## src/rtl/mux_pkg.sv

```systemverilog
// mux_pkg: shared types and helpers for the round-robin stream multiplexer.
package mux_pkg;

    typedef enum logic {ARB, LOCK} arb_state_e;

    function automatic int clog2_min1(input int n);
        return (n < 2) ? 1 : $clog2(n);
    endfunction

endpackage

```

## src/rtl/rr_arbiter.sv

```systemverilog
// rr_arbiter: combinational round-robin arbiter; the lowest request at or above ptr wins, wrapping.
module rr_arbiter
    import mux_pkg::*;
#(
    parameter int NUM_CH = 4,
    localparam int CH_W = clog2_min1(NUM_CH)
) (
    input  logic [NUM_CH-1:0] req,
    input  logic [CH_W-1:0]   ptr,
    output logic [NUM_CH-1:0] grant,
    output logic [CH_W-1:0]   grant_idx
);

    logic [NUM_CH-1:0] rot;
    logic [CH_W-1:0]   off;
    logic [CH_W:0]     sum;

    // Rotating the doubled vector puts channel ptr at bit 0, so a plain priority encode is fair.
    always_comb begin
        rot = NUM_CH'({req, req} >> ptr);
        off = '0;
        for (int i = NUM_CH - 1; i >= 0; i--)
            if (rot[i]) off = CH_W'(i);
    end

    assign sum       = {1'b0, ptr} + {1'b0, off};
    assign grant_idx = (sum >= (CH_W+1)'(NUM_CH)) ? CH_W'(sum - (CH_W+1)'(NUM_CH)) : sum[CH_W-1:0];
    assign grant     = (|req) ? NUM_CH'(1) << grant_idx : '0;

endmodule

```

## src/rtl/rr_stream_mux.sv

```systemverilog
// rr_stream_mux: round-robin N:1 valid/ready stream mux with one output register stage
// and optional packet lock that holds the grant from first beat to last.
module rr_stream_mux
    import mux_pkg::*;
#(
    parameter int NUM_CH   = 4,
    parameter int DATA_W   = 8,
    parameter bit LOCK_PKT = 1'b1,
    localparam int CH_W = clog2_min1(NUM_CH)
) (
    input  logic                     clk,
    input  logic                     rst_n,
    input  logic [NUM_CH-1:0]        in_valid,
    input  logic [NUM_CH*DATA_W-1:0] in_data,
    input  logic [NUM_CH-1:0]        in_last,
    output logic [NUM_CH-1:0]        in_ready,
    output logic                     out_valid,
    output logic [DATA_W-1:0]        out_data,
    output logic                     out_last,
    output logic [CH_W-1:0]          out_ch,
    input  logic                     out_ready
);

    arb_state_e        state, state_next;
    logic [CH_W-1:0]   ptr, lock_ch, arb_idx, win;
    logic [NUM_CH-1:0] arb_grant, grant;
    logic              ld, acc, sel_last;

    rr_arbiter #(.NUM_CH(NUM_CH)) u_arb (
        .req       (in_valid),
        .ptr       (ptr),
        .grant     (arb_grant),
        .grant_idx (arb_idx)
    );

    assign ld       = !out_valid || out_ready;
    assign in_ready = ld ? grant : '0;
    assign acc      = |(in_valid & in_ready);
    assign sel_last = in_last[win];

    always_ff @(posedge clk or negedge rst_n) begin
        if (!rst_n) begin
            state   <= ARB;
            lock_ch <= '0;
            ptr     <= '0;
        end else begin
            state <= state_next;
            if (acc) lock_ch <= win;
            if (acc && (!LOCK_PKT || sel_last))
                ptr <= (win == CH_W'(NUM_CH - 1)) ? '0 : win + 1'b1;
        end
    end

    // Any accepted beat decides the next state: a last beat closes (or is) a packet.
    always_comb begin
        state_next = (LOCK_PKT && acc) ? (sel_last ? ARB : LOCK) : state;
    end

    // While locked only the locked channel may be granted, and only when it is valid.
    always_comb begin
        win   = (state == LOCK) ? lock_ch : arb_idx;
        grant = (state == LOCK) ? (NUM_CH'(1) << lock_ch) & in_valid : arb_grant;
    end

    always_ff @(posedge clk or negedge rst_n) begin
        if (!rst_n) begin
            out_valid <= 1'b0;
            out_data  <= '0;
            out_last  <= 1'b0;
            out_ch    <= '0;
        end else if (ld) begin
            out_valid <= acc;
            if (acc) begin
                out_data <= in_data[win*DATA_W +: DATA_W];
                out_last <= sel_last;
                out_ch   <= win;
            end
        end
    end

endmodule
```

## config.mk

```make
export PLATFORM = sky130hd
export DESIGN_NAME = rr_stream_mux
export DESIGN_NICKNAME = d
export VERILOG_FILES = /design/src/rtl/mux_pkg.sv /design/src/rtl/rr_arbiter.sv /design/src/rtl/rr_stream_mux.sv
export SDC_FILE = /design/constraint.sdc
export NUM_CORES = 1
export LEC_CHECK = 0
export CELL_PAD_IN_SITES_DETAIL_PLACEMENT = 1
export CELL_PAD_IN_SITES_GLOBAL_PLACEMENT = 1
export CORE_MARGIN = 5
export CORE_UTILIZATION = 32
export DETAILED_ROUTE_END_ITERATION = 10
export GPL_ROUTABILITY_DRIVEN = 0
export PLACE_DENSITY_LB_ADDON = 0.1
export SETUP_SLACK_MARGIN = 0.4
export SLEW_MARGIN = 20
export SYNTH_ARGS = -nofsm -noshare
export SYNTH_HDL_FRONTEND = slang
export SYNTH_HIERARCHICAL = 1
export SYNTH_SLANG_ARGS = --single-unit
```

## constraint.sdc

```tcl
create_clock -name clk -period 4.16 [get_ports clk]
set_input_delay 0.624 -clock clk [delete_from_list [all_inputs] [get_ports clk]]
set_output_delay 0.624 -clock clk [all_outputs]
set_load 0.1 [all_outputs]
```

* Yosys cells after proc, flatten, opt, wreduce, memory -nomap -nowiden
Cells that the tools add are included.
** Word-level totals
- Output and inout bits :: 16
- Input port bits :: 43
- Register bits :: 17
** Cells by class
- Muxes and demuxes :: 13
- Order comparisons :: 2
- Reduce and logical (&&, ||, !) cells :: 6
- Bitwise gates (word level) :: 2
- Add/sub/neg operators :: 3
- Eq/ne operators :: 1
- Shift-type cells :: 4
** Operators by type and width (number)
- $shiftx A32 B6 Y8 :: 1
- $mux W2 :: 7
- $mux W4 :: 3
- $and A4 B4 Y4 :: 2
- $reduce_or A4 Y1 :: 2
- $shl A1 B2 Y4 const A :: 2
- $shr A8 B2 Y4 :: 1
- $add A2 B2 Y3 :: 1
- $ge A3 B3 Y1 const B :: 1
- $lt A2 B3 Y1 const B :: 1
- $add A2 B1 Y2 const B :: 1
- $bmux W1 S2 :: 1
- $eq A2 B2 Y1 const B :: 1
- $mux W1 :: 2
- $reduce_and A2 Y1 :: 1
- $sub A2 B1 Y2 const B :: 1
- $logic_and A1 B1 Y1 :: 1
- $logic_not A1 Y1 :: 1
- $logic_or A1 B1 Y1 :: 1

* Longest topological paths before layout
- Word-level depth :: 15
- Depth in mapped cells :: 15
- Mapped depth without buffers :: 12

* By module
Netlist, hierarchy kept.
** Modules (own cells, without submodules)
- rr_stream_mux :: area an instance 1086.0 µm², seq. area each 425.4 µm², cells each 83, times used 1
- rr_arbiter :: area an instance 296.5 µm², seq. area each 0.0 µm², cells each 39, times used 1

* Least setup slack after synthesis
Ideal clock, no wire load.
- Kind :: input-to-output
- Start :: input port in_valid[0]
- End :: output port in_ready[3]
- Slack :: 0.145 ns
- Data required time :: 3.536 ns
- Data arrival time :: 3.391 ns
- Path buffers :: 1
- Stages on the path :: 11
- Path through :: buf_6 -> nand2_1 -> o221ai_1 -> o21ai_0 -> o221ai_1 -> ha_1 -> a21boi_0 -> nand2_1 -> mux2i_1 -> nand2b_1 -> a21oi_1
** Between the ends
- Longest elaborated chain between the ends :: 12
** Ends and longest elaborated chain
- start, declared :: line rr_stream_mux.sv:13 : input logic [NUM_CH-1:0] in_valid,
- $shr A8 B2 Y4 (*) :: line rr_arbiter.sv:20 : rot = NUM_CH'({req, req} >> ptr);
- $mux W2 (3 in a row) :: line rr_arbiter.sv:23 : if (rot[i]) off = CH_W'(i);
- $mux W2 (*) :: line rr_arbiter.sv:23
- $add A2 B2 Y3 (*) :: line rr_arbiter.sv:26 : assign sum = {1'b0, ptr} + {1'b0, off};
- $ge A3 B3 Y1 or $sub A2 B1 Y2 (tied branches) :: line rr_arbiter.sv:27 : assign grant_idx = (sum >= (CH_W+1)'(NUM_CH)) ? CH_W'(sum - (CH_W+1)'(NUM_CH)) : sum[CH_W-1:0];
- $mux W2 (*) :: line rr_arbiter.sv:27
- via arb_idx[0] :: line rr_stream_mux.sv:25 : logic [CH_W-1:0] ptr, lock_ch, arb_idx, win;
- $shl A1 B2 Y4 (*) :: line rr_arbiter.sv:28 : assign grant = (|req) ? NUM_CH'(1) << grant_idx : '0;
- $mux W4 (*) :: line rr_arbiter.sv:28
- via arb_grant[3] :: line rr_stream_mux.sv:26 : logic [NUM_CH-1:0] arb_grant, grant;
- $mux W4 (*) :: line rr_stream_mux.sv:62 : grant = (state == LOCK) ? (NUM_CH'(1) << lock_ch) & in_valid : arb_grant;
- $mux W4 (*) :: line rr_stream_mux.sv:37 : assign in_ready = ld ? grant : '0;
- end, declared :: line rr_stream_mux.sv:16 : output logic [NUM_CH-1:0] in_ready,
The timed path passes the listed nets; every way through them passes the cells marked *.

* Worst setup path after layout
- Start :: input port in_valid[2]
- End :: output port in_ready[1]
The elaborated chain is that of the path after synthesis.

==> out/qor.csv <==
metric,value,unit
insertion_delay,250,ps
hpwlAfterDp,3090,µm
dr_total_vias,1224,
grt_antenna_before_repair,0,
cts_buffer_depth,2,
slew_violations,0,
syn_area_per_cell,11.3,µm²
fillers,450,
min_period,3470,ps
area_growth,50.5,%
clkTransAtPathRegs,60,ps
synthFlopType,dfrtp_1,
worst_ep_arrival_time,2850,ps
drc_errors,0,
min_path_type,register to register,
maxCapViolCount,0,
grt_pass1_wl,6180,µm
layout.nets,224,
reg2reg_depth,13,
cp.required,3540,ps
yosysTopAreaCell,dfrtp_1,
holdPathStages,1,
drt_first_pass_iters,4,
synth_edf_count,0,
cts_tree,built,
syn_nets,166,
async_reset_ff_frac,1.00,
htree_levels,1,
cts-buffers-inserted,3,
synth_common_cells,"dfrtp_1 (17), a21oi_1 (10), mux4_2 (10)",
endpoint_kind,output pin,
synth_area,1380,µm²
die_h,75.7,µm
tns,0,ps
postPlaceCellArea,2030,µm²
hold_violations,0,
setup_viol,0,
reg2reg_slack,950,ps
die_w,75.7,µm
pin_count,59,
timing.fmax,0.288,GHz
hold_ws,508,ps
synth_cell_types,38,
path_class,input port to output pin,
synth_cells,122,
yosysTopAreaCellShare,0.308,
yosysWarnings,6,
drtAntennaViolNets,0,
critPathMaxFanout,9,
start_util,0.324,
port_buffers,58,
cts.sinks,17,
grt_pass1_vias,1341,
fin_area,2080,µm²
drive_gt1_frac,0.240,
via_per_inst,5.30,
drt-total-wl,3840,µm
postCtsHoldBufs,0,
synth_most_common_cell,dfrtp_1,
die-area,5740,µm²
grt_max_degree,18,
drt_iter0_drc,41,
antenna_cells,0,
cts-root-buf,clkbuf_8,
seq_area_frac_synth,0.308,
fin_crit_sh,0.835,
setup.worst_path.start_class,input port,
synth_seq_cells,17,
wl_per_cell,16.6,µm
synthTopCellsByArea,"dfrtp_1 (31%), mux4_2 (16%), mux2i_1 (6.5%), mux2_2 (4.9%), mux2_4 (4.3%)",
rsz0062_at_grt,false,
grt_overflow,0,
worst_slack,687,ps
pre_cts_slack,96.0,ps
num_rows,24,
worst_pin_slew,1030,ps
fp.coreArea,4260,µm²
grt_util_all_layers,0.141,
fin_skew,9.00,ps
slew_headroom,0.312,
outcome,completed,
[cell usage in the layout, fill, tap and decap left out, types with 4 or more instances in the layout]
master,Yosys,final
clkdlybuf4s50_1,0,50
nor3_1,5,5
o21ai_0,4,4
dfrtp_1,17,17
mux2i_1,9,8
mux2_2,6,6
mux4_2,10,10
nand2b_1,7,7
mux2_4,4,4
nand2_1,9,9
buf_12,1,4
buf_4,1,4
a21oi_1,10,7
[through the flow]
stage | cells | utilization
4_1_cts | 231 | 0.486
2_1_floorplan | 122 | -
5_1_grt | 231 | 0.488
3_3_place_gp | 227 | 0.476
3_5_place_dp | 227 | 0.476
6_report | 231 | 0.488
[worst max-delay path: stages]
cell and delay [ps]:
dlygate4sd2_1 360, nand2_1 120, o22ai_1 80, o21ai_0 170, o221ai_1 140, ha_1 350
a21boi_1 220, nand2_1 100, mux2i_1 220, nand2b_1 100, a21oi_2 170, buf_12 190
[logic make-up after synthesis]
family,count (synthesis),synth area share
AO/OA/AOI/OAI,24,0.119
XOR/XNOR,4,0.0253
adder cells (fa/ha/maj),1,0.00905
buffers and inverters,11,0.0670
flip-flops,17,0.308
multiplexers,29,0.320
AND/OR/NAND/NOR,36,0.151
[registers in the layout, indices dropped and copies added (netlist names)]
signal and count:
out_last 1, out_ch 2, out_data 8, lock_ch 2, state 1, out_valid 1
ptr 2
[path summary, 6_finish.rpt]
path / endpoint / from
setup / recovery: in_ready[1] / in_valid[2]
hold / removal: out_data[3] / out_data[3]
setup reg to reg: ptr[1] / ptr[0]
hold reg to reg: out_data[3] / out_data[3]
max in group asynchronous: ptr[0] / rst_n
min in group asynchronous: out_data[1] / rst_n
[repair_timing]
action / in CTS / in global routing
gates resized for setup: 3 / 3
hold endpoints to repair: 0 / 0
buffers inserted: 0 / 0
cloned: 0 / 0
setup endpoints to repair: 11 / 19
[cell type report]
| class | instances | area, µm² | area share |
|---|---|---|---|
| clock buffer | 3 | 41.3 | 0.0198 |
| clock inverter | 1 | 5.00 | 0.00241 |
| sequential | 17 | 425 | 0.204 |
| multi-input combinational | 94 | 887 | 0.426 |
| tap | 52 | 65.1 | 0.0313 |
| inverter | 2 | 7.51 | 0.00361 |
| timing repair buffer | 62 | 649 | 0.312 |
[per-layer routing]
metal / global-route usage / vias to the layer above / routed length, µm
li1: - / 574 / -
met1: 0.162 / 605 / 1530
met2: 0.256 / 43 / 1970
met3: 0.0422 / 2 / 324
met4: 0.0350 / 0 / 27
met5: 0 / - / 0
Power is not shown: default switching activity piles up to over one toggle a cycle in this logic, so the estimate is an artifact.
